**src/rtl/cpu_pkg.sv**
```systemverilog
// Shared control codes and ALU opcodes for the datapath and its controller.
package cpu_pkg;

    localparam int unsigned CODE_W = 4;

    localparam logic [CODE_W-1:0] CTL_CLEAR  = 4'd0;
    localparam logic [CODE_W-1:0] CTL_LOAD   = 4'd1;
    localparam logic [CODE_W-1:0] CTL_HOLD   = 4'd2;
    localparam logic [CODE_W-1:0] CTL_SHIFTR = 4'd3;

    localparam logic [CODE_W-1:0] ALU_ADD   = 4'd0;
    localparam logic [CODE_W-1:0] ALU_SUB   = 4'd1;
    localparam logic [CODE_W-1:0] ALU_AND   = 4'd2;
    localparam logic [CODE_W-1:0] ALU_OR    = 4'd3;
    localparam logic [CODE_W-1:0] ALU_XOR   = 4'd4;
    localparam logic [CODE_W-1:0] ALU_NOTA  = 4'd5;
    localparam logic [CODE_W-1:0] ALU_PASSA = 4'd6;
    localparam logic [CODE_W-1:0] ALU_PASSB = 4'd7;

endpackage

```
**src/rtl/reg_ctl.sv**
```systemverilog
// WIDTH-bit register driven by a 4-bit control code: CLEAR, LOAD, HOLD, SHIFTR.
module reg_ctl
    import cpu_pkg::*;
#(
    parameter int unsigned WIDTH = 8
) (
    input  logic               clock,
    input  logic               reset,
    input  logic [CODE_W-1:0]  code,
    input  logic [WIDTH-1:0]   load_val,
    output logic [WIDTH-1:0]   q
);

    // Undefined codes fall through to hold.
    always_ff @(posedge clock) begin
        if (reset) begin
            q <= '0;
        end else begin
            case (code)
                CTL_CLEAR:  q <= '0;
                CTL_LOAD:   q <= load_val;
                CTL_SHIFTR: q <= {1'b0, q[WIDTH-1:1]};
                default:    q <= q;
            endcase
        end
    end

endmodule

```
**src/rtl/datapath_xyz.sv**
```systemverilog
// Three-register datapath: X from data_in, Y from the ALU, Z from Y,
// with registered carry/zero flags and a Z-load strobe.
module datapath_xyz
    import cpu_pkg::*;
#(
    parameter int unsigned WIDTH = 8
) (
    input  logic               clock,
    input  logic               reset,
    input  logic [CODE_W-1:0]  tx,
    input  logic [CODE_W-1:0]  ty,
    input  logic [CODE_W-1:0]  tz,
    input  logic [CODE_W-1:0]  tula,
    input  logic [WIDTH-1:0]   data_in,
    output logic [WIDTH-1:0]   x_out,
    output logic [WIDTH-1:0]   y_out,
    output logic [WIDTH-1:0]   z_out,
    output logic               carry,
    output logic               zero,
    output logic               z_valid
);

    logic [WIDTH-1:0] alu_result;
    logic             alu_carry;
    logic [WIDTH:0]   sum_ext;

    reg_ctl #(.WIDTH(WIDTH)) u_reg_x (
        .clock    (clock),
        .reset    (reset),
        .code     (tx),
        .load_val (data_in),
        .q        (x_out)
    );

    reg_ctl #(.WIDTH(WIDTH)) u_reg_y (
        .clock    (clock),
        .reset    (reset),
        .code     (ty),
        .load_val (alu_result),
        .q        (y_out)
    );

    reg_ctl #(.WIDTH(WIDTH)) u_reg_z (
        .clock    (clock),
        .reset    (reset),
        .code     (tz),
        .load_val (y_out),
        .q        (z_out)
    );

    assign sum_ext = (WIDTH+1)'(x_out) + (WIDTH+1)'(y_out);

    // ALU operates on the registered X/Y, so every register sees pre-edge values.
    always_comb begin
        alu_result = '0;
        alu_carry  = 1'b0;
        case (tula)
            ALU_ADD: begin
                alu_result = sum_ext[WIDTH-1:0];
                alu_carry  = sum_ext[WIDTH];
            end
            ALU_SUB: begin
                alu_result = x_out - y_out;
                alu_carry  = (x_out < y_out);
            end
            ALU_AND:   alu_result = x_out & y_out;
            ALU_OR:    alu_result = x_out | y_out;
            ALU_XOR:   alu_result = x_out ^ y_out;
            ALU_NOTA:  alu_result = ~x_out;
            ALU_PASSA: alu_result = x_out;
            ALU_PASSB: alu_result = y_out;
            default:   alu_result = '0;
        endcase
    end

    // Flags track the ALU only on cycles that write Y.
    always_ff @(posedge clock) begin
        if (reset) begin
            carry   <= 1'b0;
            zero    <= 1'b0;
            z_valid <= 1'b0;
        end else begin
            z_valid <= (tz == CTL_LOAD);
            if (ty == CTL_LOAD) begin
                carry <= alu_carry;
                zero  <= (alu_result == '0);
            end
        end
    end

endmodule

```
**config.mk**
```make
export PLATFORM = sky130hd
export DESIGN_NAME = datapath_xyz
export DESIGN_NICKNAME = d
export VERILOG_FILES = /design/src/rtl/cpu_pkg.sv /design/src/rtl/reg_ctl.sv /design/src/rtl/datapath_xyz.sv
export SDC_FILE = /design/constraint.sdc
export NUM_CORES = 1
export LEC_CHECK = 0
export CAP_MARGIN = 40
export CELL_PAD_IN_SITES_DETAIL_PLACEMENT = 1
export CELL_PAD_IN_SITES_GLOBAL_PLACEMENT = 2
export CORE_ASPECT_RATIO = 0.8
export CORE_MARGIN = 4
export CORE_UTILIZATION = 33
export CTS_BUF_LIST = sky130_fd_sc_hd__clkbuf_8
export DETAILED_ROUTE_END_ITERATION = 16
export PLACE_DENSITY_LB_ADDON = 0.1
export SYNTH_ARGS = -nofsm -noshare
export SYNTH_HDL_FRONTEND = slang
export SYNTH_SLANG_ARGS = --single-unit
```
**constraint.sdc**
```tcl
create_clock -name clock -period 5.3 [get_ports clock]
set_clock_uncertainty 0.2 [all_clocks]
set_input_delay 0.795 -clock clock [delete_from_list [all_inputs] [get_ports clock]]
set_output_delay 0.795 -clock clock [all_outputs]
set_load 0.02 [all_outputs]
```
==> implementation parameters, run 1 <==
Parameter                              Value

Finish
  Proportion of layout cells with a drive suffix above 1 ... 5.838%
  Most used cells in the layout excluding fill and tap cells ... 52 x clkdlybuf4s50_1, 40 x nor2_1, 28 x o21ai_0
  Most common cell after layout, fill and taps aside ... clkdlybuf4s50_1
  Synthesis-to-finish area growth ... 24.90%
  Cell area after layout ... 0.003364 mm^2
  Antenna fix cells ... 0
  Filler cell count in the final layout ... 1001
  Number of nets in the layout ... 447

Clock network
  CTS tree ... done
  Post-cts sizing count ... 0
  Clock root cell ... clkbuf_8
  Clock-pin slew on the worst setup and hold paths ... 0.10 ns
  Worst-Skew Late Latency ... 0.27 ns
  Buffer levels on the longest clock path ... 2
  H-tree Lvls ... 1
  TritonCTS buffer count ... 3
  Post-CTS Setup Repair Bufs ... 0
  Clock Sink Count ... 27
  Number of buffers added to fix hold violations after cts ... 0

Floorplanning
  Number of rows created at floorplan ... 29
  # IOs ... 53
  Core area ... 0.007946 mm^2
  Die height ... 88.81 um
  Initial standard-cell utilization of the core ... 33.90%
  Horizontal extent of the die ... 109.0 um
  Die area ... 0.009682 mm^2

Route
  Iteration-0 DRC Markers ... 170
  Total via count in the routed design ... 2824
  Via-to-Cell Ratio ... 5.625
  DR DRC count ... 0
  Drt wl/cell ... 19.47 um
  Antenna-violating nets left ... 0
  First-pass DRT Iterations ... 5
  DRT Wirelength ... 9772 um

Pwr
  Worst ir drop on vdd ... 0.1071 mV
  Power per Cell Area ... 157.6 mW/mm^2
  Leakage power ... 1.270 nW
  Total power ... 0.0005301 W

STA
  Max Slew Vio Count ... 0
  Post-route minimum period ... 3.644 ns
  Setup total negative slack ... 0 ns
  Share of the clock period used by the worst path ... 68.75%
  Worst-Margin Slew ... 0.7957 ns
  RSZ-0062 raised after global routing ... no
  Total of endpoints with negative setup slack in the final report ... 0
  Total count of hold-check failures in the final report ... 0
  Headroom to the max-slew limit ... 46.79%
  Highest Clock Rate ... 274.4 MHz

Yosys
  Number of distinct library cell variants in the gate-level netlist after synthesis ... 66
  Proportion of synthesized chip area in sequential cells ... 20.07%
  Post-synth EDFFs ... 0
  Post-synthesis instance area ... 0.002694 mm^2
  Syn nets ... 405
  Synthesized area divided by synthesized cell count ... 7.631 um^2
  Cell count after synthesis ... 353
  Yosys reg bits ... 27
  Share of flip-flops with an asynchronous set or reset ... 0%
  Synthesis warning total ... 0
  Leading register cell type out of synthesis ... dfxtp_1

Critical path
  Worst-path cell with the longest stage delay ... clkdlybuf4s50_1
  Crit path max fanout ... 21
  Maximum single-stage delay on the critical path ... 0.99 ns
  Worst setup SP type ... input pin
  Required time of the worst setup path ... 5.27 ns
  Arrival time at the worst endpoint ... 3.62 ns
  Setup CP Type ... in -> reg
  Critical Path End Type ... flip-flop
  Ordered cell list for the critical path ... clkdlybuf4s50_1 -> clkinv_1 -> a211oi_1 -> nor3_1 -> nor4_1 -> nor3b_1 -> o41a_1

Placed design
  Placed wire-length estimate after detailed placement ... 7568 um
  Count of input and output buffers ... 52
  Global placer's final weighted congestion ... 0.8649
  Standard cell area after detailed placement ... 0.003314 mm^2

Global routing
  Maximum number of pins on one net before global-route repair ... 29
  Remaining Overflow, GRT ... 0
  Wire length of the first global-routing pass ... 15670 um
  Via count of the first global-routing pass ... 2870
  Total routing usage reported by global routing ... 20.56%
  Initial antenna violation count ... 0

Min path
  HP Class ... reg -> reg

Job
  Number of maximum-capacitance constraint violations ... 0

Outcome
  Run status ... finished clean
layer usage:
layer	GRT usage, %	part of all wire [%]
met5	0	0
met4	1.376	0.36
met3	2.553	4.3
met2	33.05	45
met1	30.64	50
path summary, 6_finish.rpt:
kind	from	to	slack [ns]	cells after the start
hold reg to reg	carry	carry	0.31	2
setup reg to reg	u_reg_x.q[1]	zero	2.10	8
setup / recovery	tula[0]	u_reg_y.q[5]	1.66	7
hold / removal	carry	carry	0.31	2
metrics by stage:
stage                     std cells  hold slack (ns)  util, %  setup slack [ns]
after global routing            502           0.3461    42.34             1.539
final                           502           0.3086    42.34             1.656
after floorplan                 353           0.3576        -             2.581
after CTS                       501           0.3190    42.28             1.738
after detailed placement        497           0.3045    41.71             1.443
after global placement          494           0.2828    41.19             1.342
registers in the layout (all words and copies together) (netlist names):
signal,count
carry,1
u_reg_x.q,8
u_reg_z.q,8
zero,1
u_reg_y.q,8
z_valid,1
synth_stat cells (2+ instances only):
library cell	number	share of area, %
or2_2	3	0.70
nor4b_1	2	0.65
mux2i_1	6	2.2
a211o_1	2	0.65
nor3_1	7	1.3
nor2b_1	6	1.4
a21boi_1	2	0.56
buf_1	3	0.42
fa_1	2	1.5
or4_1	2	0.56
o22ai_1	2	0.46
a21o_1	16	4.5
nand3_1	3	0.56
dfxtp_1	27	20
nand4b_1	2	0.65
xnor2_1	2	0.65
o21ai_0	28	5.2
a211oi_1	22	6.1
ha_1	24	11
buf_2	7	1.3
a21oi_1	15	2.8
o21ai_1	2	0.37
nor2_1	40	5.6
a222oi_1	5	1.9
nand2_1	15	2.1
o211ai_1	5	1.4
a31oi_1	2	0.46
mux2_2	4	1.7
and3_1	4	0.93
and2_1	3	0.70
nor3b_1	2	0.56
a32oi_1	3	0.98
or3_1	2	0.46
nand2b_1	7	1.6
o21bai_1	3	0.84
clkbuf_1	10	1.4
a21boi_0	2	0.56
inv_1	26	3.6
nor4_1	6	1.4
a22oi_1	2	0.56
a22o_1	2	0.65
critical path: cells and delay by family:
kind                   cells  cell delay [ns]
AOI/OAI and AO/OA          2             0.65
buffers and inverters      2             1.52
and+or+nand+nor            3             0.65
where the power goes:
part	switching (W)	internal [W]
registers	0.0000152	0.000211
logic	0.000105	0.0000839
clock network	0.0000629	0.0000519
total	0.000183	0.000347
area by class of cell:
class / count / area (um^2) / area share, %
repair buffers: 58 / 581.8 / 17.29
multi-input cells: 278 / 1961 / 58.27
clock buffers: 3 / 41.29 / 1.227
inverters: 27 / 101.3 / 3.012
well taps: 108 / 135.1 / 4.016
clock inverters: 1 / 3.754 / 0.1116
flip-flops and latches: 27 / 540.5 / 16.07
cells by family after synthesis:
group	synth area share, %
fa+ha+maj	12.63
mux	4.737
compound gates	33.95
flops	20.07
buf+inv	7.153
simple gates	20.48
xor+xnor	0.9756
(Power assumes the default switching activity.)
==> inputs of run 2 (changes only) <==
--- a/config.mk
+++ b/config.mk
@@ -10,7 +10,7 @@
 export CELL_PAD_IN_SITES_GLOBAL_PLACEMENT = 2
 export CORE_ASPECT_RATIO = 0.8
 export CORE_MARGIN = 4
-export CORE_UTILIZATION = 33
+export CORE_UTILIZATION = 28
 export CTS_BUF_LIST = sky130_fd_sc_hd__clkbuf_8
 export DETAILED_ROUTE_END_ITERATION = 16
 export PLACE_DENSITY_LB_ADDON = 0.1
==> constraint.sdc (replaced) <==
create_clock -name clock -period 3.3 [get_ports clock]
set_clock_uncertainty 0.2 [all_clocks]
set_input_delay 0.495 -clock clock [delete_from_list [all_inputs] [get_ports clock]]
set_output_delay 0.495 -clock clock [all_outputs]
set_load 0.02 [all_outputs]
==> implementation parameters, run 2 (same netlist as run 1, synthesis figures left out) <==
Parameter                              Value

Clock network
  H-tree Lvls ... 1
  Clock Sink Count ... 27
  Post-cts sizing count ... 0
  Clock root cell ... clkbuf_8
  Number of buffers added to fix hold violations after cts ... 0
  Post-CTS Setup Repair Bufs ... 0
  TritonCTS buffer count ... 3
  Buffer levels on the longest clock path ... 2
  Worst-Skew Late Latency ... 0.29 ns
  CTS tree ... done
  Clock-pin slew on the worst setup and hold paths ... 0.11 ns

Floorplanning
  Initial standard-cell utilization of the core ... 29.18%
  Core area ... 0.009231 mm^2
  Horizontal extent of the die ... 117.7 um
  Die area ... 0.01126 mm^2
  Die height ... 95.73 um
  Number of rows created at floorplan ... 31
  # IOs ... 53

Critical path
  Setup CP Type ... reg -> reg
  Arrival time at the worst endpoint ... 2.96 ns
  Required time of the worst setup path ... 3.29 ns
  Critical Path End Type ... flip-flop
  Ordered cell list for the critical path ... inv_1 -> ha_1 -> or2_2 -> a31o_1 -> and3_1 -> a2111oi_1 -> a21boi_0 -> o21ba_1
  Worst setup SP type ... flip-flop
  Worst-path cell with the longest stage delay ... dfxtp_1
  Maximum single-stage delay on the critical path ... 0.59 ns
  Crit path max fanout ... 8

Min path
  HP Class ... reg -> reg

STA
  RSZ-0062 raised after global routing ... no
  Worst-Margin Slew ... 0.6456 ns
  Headroom to the max-slew limit ... 56.87%
  Total count of hold-check failures in the final report ... 0
  Total of endpoints with negative setup slack in the final report ... 0
  Highest Clock Rate ... 337.5 MHz
  Post-route minimum period ... 2.963 ns
  Setup total negative slack ... 0 ns
  Share of the clock period used by the worst path ... 89.79%
  Max Slew Vio Count ... 0

Global routing
  Global routing usage on met1 ... 26.77%
  Met3 usage in global routing ... 3.231%
  Wire length of the first global-routing pass ... 16400 um
  Maximum number of pins on one net before global-route repair ... 28
  Met2 track demand over resource ... 28.55%
  Initial antenna violation count ... 0
  Total routing usage reported by global routing ... 18.11%
  Global routing's busiest layer ... met2
  Via count of the first global-routing pass ... 2920
  Remaining Overflow, GRT ... 0

Route
  DR DRC count ... 0
  Antenna-violating nets left ... 0
  DRT Wirelength ... 10470 um
  Total via count in the routed design ... 2900
  First-pass DRT Iterations ... 4
  Iteration-0 DRC Markers ... 194
  Via-to-Cell Ratio ... 5.503
  Drt wl/cell ... 19.86 um

Finish
  Most common cell after layout, fill and taps aside ... clkdlybuf4s50_1
  Proportion of layout cells with a drive suffix above 1 ... 10.19%
  Antenna fix cells ... 0
  Number of nets in the layout ... 465
  Cell area after layout ... 0.003496 mm^2
  Synthesis-to-finish area growth ... 29.77%
  Top flop regs ... u_reg_x.q x8, u_reg_y.q x8, u_reg_z.q x8
  Most used cells in the layout excluding fill and tap cells ... 52 x clkdlybuf4s50_1, 40 x nor2_1, 28 x o21ai_0

Placed design
  Global placer's final weighted congestion ... 0.8486
  Placed wire-length estimate after detailed placement ... 8455 um
  Standard cell area after detailed placement ... 0.003447 mm^2
  Count of input and output buffers ... 52

Pwr
  Leakage power ... 1.355 nW
  Worst ir drop on vdd ... 0.1510 mV
  Power per Cell Area ... 252.4 mW/mm^2

Job
  Number of maximum-capacitance constraint violations ... 0

Outcome
  Run status ... finished clean
==> run 2: cell types whose count changed in the layout (fill, tap and decap cells not counted) <==
cell | previous run | this run
buf_4 | 2 | 24
clkinvlp_4 | 0 | 1
inv_1 | 27 | 26
clkdlybuf4s15_2 | 1 | 0
buf_8 | 2 | 0
clkbuf_2 | 1 | 0
==> run 2: critical path, delay by kind of cell (launching register included) <==
| family | cells | cell delay (ns) |
|---|---|---|
| compound gates | 4 | 1.15 |
| flops | 1 | 0.59 |
| simple gates | 2 | 0.47 |
| fa+ha+maj | 1 | 0.33 |
| buf+inv | 1 | 0.14 |
==> run 2: final timing paths <==
path | from | slack (ns) | depth (start not counted) | to
worst max-delay path | u_reg_x.q[5] | 0.34 | 8 | u_reg_y.q[7]
worst min-delay path | u_reg_z.q[0] | 0.31 | 2 | u_reg_z.q[0]
worst max register to register | u_reg_x.q[5] | 0.34 | 8 | u_reg_y.q[7]
worst min register to register | u_reg_z.q[0] | 0.31 | 2 | u_reg_z.q[0]
==> run 2: power by group <==
group | internal (W) | leakage, nW | switching, W
registers | 0.000339 | 0.220 | 0.0000134
logic | 0.000146 | 1.11 | 0.000182
clock network | 0.0000860 | 0.0217 | 0.000115
total | 0.000571 | 1.35 | 0.000311
==> run 2: layout make-up <==
cell class,instances,area [um^2]
clock buffers,3,41.29
repair buffers,76,700.7
inverters,27,101.3
multi-input cells,278,1961
flip-flops and latches,27,540.5
clock inverters,1,7.507
well taps,115,143.9
fillers,1128,5736
==> run 2: through the flow <==
step / utilization, % / cells / setup WS [ns] / hold slack (ns) / total power [W]
floorplan: - / 353 / 0.5805 / 0.3576 / 0.0005502
global placement: 37.34 / 523 / 0.2467 / 0.2881 / 0.0006840
detailed placement: 37.34 / 523 / 0.1980 / 0.2978 / 0.0006869
CTS: 37.87 / 527 / 0.3018 / 0.3144 / 0.0008923
global route: 37.87 / 527 / 0.1398 / 0.3372 / 0.0009345
finish: 37.87 / 527 / 0.3370 / 0.3096 / 0.0008822
==> run 2: metal layers <==
metal  wire length, um  up-vias
met5                 0        -
met4                 0        0
met3               526        0
met2              4604       57
met1              5334     1425
li1                  -     1418
==> inputs of run 3 (changes only) <==
--- a/config.mk
+++ b/config.mk
@@ -8,12 +8,12 @@
 export CAP_MARGIN = 40
 export CELL_PAD_IN_SITES_DETAIL_PLACEMENT = 1
 export CELL_PAD_IN_SITES_GLOBAL_PLACEMENT = 2
-export CORE_ASPECT_RATIO = 0.8
 export CORE_MARGIN = 4
 export CORE_UTILIZATION = 28
 export CTS_BUF_LIST = sky130_fd_sc_hd__clkbuf_8
 export DETAILED_ROUTE_END_ITERATION = 16
-export PLACE_DENSITY_LB_ADDON = 0.1
+export PLACE_DENSITY_LB_ADDON = 0.25
+export SKIP_CTS_REPAIR_TIMING = 1
 export SYNTH_ARGS = -nofsm -noshare
 export SYNTH_HDL_FRONTEND = slang
 export SYNTH_SLANG_ARGS = --single-unit
==> implementation parameters, run 3 (same netlist as run 1, synthesis figures left out) <==
Parameter                              Value

Outcome
  Run status ... finished clean

Route
  First-pass DRT Iterations ... 5
  Total length of routed met3 wires ... 415 um
  Iteration-0 DRC Markers ... 116
  Drt wl/cell ... 18.56 um
  DRT Wirelength ... 10020 um
  Met1 WL ... 4725 um
  DR DRC count ... 0
  Met2 WL ... 4770 um
  Antenna-violating nets left ... 0
  Total via count in the routed design ... 2890
  Via-to-Cell Ratio ... 5.352
  Max Used Layer ... met4

Critical path
  Critical Path End Type ... flip-flop
  Ordered cell list for the critical path ... inv_1 -> ha_1 -> fa_1 -> o21bai_1 -> a211o_1 -> a21oi_2 -> mux2i_1 -> or4_4 -> o32ai_2
  Crit path max fanout ... 6
  Worst setup SP type ... flip-flop
  Worst reg-to-reg path cell count ... 9
  Maximum single-stage delay on the critical path ... 0.50 ns
  Setup CP Type ... reg -> reg
  Arrival time at the worst endpoint ... 2.91 ns
  Worst-path cell with the longest stage delay ... or4_4
  Required time of the worst setup path ... 3.31 ns

Clock network
  H-tree Lvls ... 1
  Clock Sink Count ... 27
  CTS tree ... done
  Clock root cell ... clkbuf_8
  Worst-Skew Late Latency ... 0.29 ns
  TritonCTS buffer count ... 3
  Clock-pin slew on the worst setup and hold paths ... 0.11 ns
  Buffer levels on the longest clock path ... 2

Placed design
  Global placer's final weighted congestion ... 0.8703
  Placed wire-length estimate after detailed placement ... 7971 um
  Instance count after placement with tap cells included ... 536
  Count of input and output buffers ... 52

STA
  Total of endpoints with negative setup slack in the final report ... 0
  Total count of hold-check failures in the final report ... 0
  Highest Clock Rate ... 344.5 MHz
  Worst-Margin Slew ... 0.7408 ns
  Setup total negative slack ... 0 ns
  Share of the clock period used by the worst path ... 87.95%
  Max Slew Vio Count ... 0
  RSZ-0062 raised after global routing ... no
  Headroom to the max-slew limit ... 50.28%
  Worst hold-check slack ... 0.3149 ns
  Post-route minimum period ... 2.902 ns

Floorplanning
  # IOs ... 53
  Die height ... 106.1 um
  Horizontal extent of the die ... 106.1 um
  Die area ... 0.01125 mm^2
  Number of rows created at floorplan ... 35
  Core area ... 0.009284 mm^2
  Initial standard-cell utilization of the core ... 29.02%

Global routing
  Via count of the first global-routing pass ... 2963
  Initial antenna violation count ... 0
  Remaining Overflow, GRT ... 0
  Total routing usage reported by global routing ... 17.81%
  Maximum number of pins on one net before global-route repair ... 28
  Wire length of the first global-routing pass ... 16060 um

Finish
  Top flop regs ... u_reg_x.q x8, u_reg_y.q x8, u_reg_z.q x8
  Proportion of layout cells with a drive suffix above 1 ... 9.976%
  Final Instance Count excl. Fillers ... 540
  Synthesis-to-finish area growth ... 30.66%
  Number of nets in the layout ... 464
  Most common cell after layout, fill and taps aside ... clkdlybuf4s50_1
  Antenna fix cells ... 0
  Most used cells in the layout excluding fill and tap cells ... 52 x clkdlybuf4s50_1, 40 x nor2_1, 28 x o21ai_0

Job
  Number of maximum-capacitance constraint violations ... 0

Pwr
  Worst ir drop on vdd ... 0.1261 mV
  Power per Cell Area ... 253.0 mW/mm^2
  Leakage power ... 1.360 nW

Min path
  HP Class ... reg -> reg
  Hold path cells ... 2
[run 3: cell count changes in the layout (fill, tap and decap cells not counted)]
cell	delta
inv_6	+1
buf_4	-2
buf_12	+1
clkinvlp_4	-1
[run 3: layer usage]
metal / GRT usage [%] / vias up
met1: 23.64 / 1395
met3: 2.368 / 10
met5: 0 / -
li1: - / 1419
met2: 30.51 / 66
met4: 4.348 / 0
[run 3: path summary, 6_finish.rpt]
kind,to,startpoint,slack [ns]
max,zero,u_reg_x.q[0],0.40
min,u_reg_z.q[0],u_reg_z.q[0],0.31
max reg2reg,zero,u_reg_x.q[0],0.40
min reg2reg,u_reg_z.q[0],u_reg_z.q[0],0.31
[run 3: cell type report]
type	count	area [um^2]
Timing Repair Buffer	75	705.7
Tap cell	129	161.4
Clock buffer	3	41.29
Sequential cell	27	540.5
Inverter	27	101.3
Clock inverter	1	8.758
Fill cell	1166	5764
Multi-Input combinational cell	278	1961
[run 3: power breakdown]
| group | internal (W) | switching, W | total (W) |
|---|---|---|---|
| Combinational | 0.000146 | 0.000180 | 0.000326 |
| Sequential | 0.000339 | 0.0000114 | 0.000351 |
| Clock | 0.0000891 | 0.000125 | 0.000214 |
[run 3: critical path: cells and delay by family (launching register included)]
kind            cells  cell delay [ns]
compound gates      4             0.76
fa+ha+maj           2             0.67
simple gates        1             0.50
flops               1             0.45
mux                 1             0.14
buf+inv             1             0.10
[run 3: metrics by stage]
stage,setup slack [ns],area [um^2],total power [W],util [%]
6_report,0.3976,3520,0.0008904,37.91
5_1_grt,0.2119,3520,0.0009447,37.91
4_1_cts,0.3470,3520,0.0009012,37.91
3_5_place_dp,0.2195,3470,0.0006839,37.37
3_3_place_gp,0.1928,3470,0.0006815,37.37
2_1_floorplan,0.5805,2694,0.0005502,-
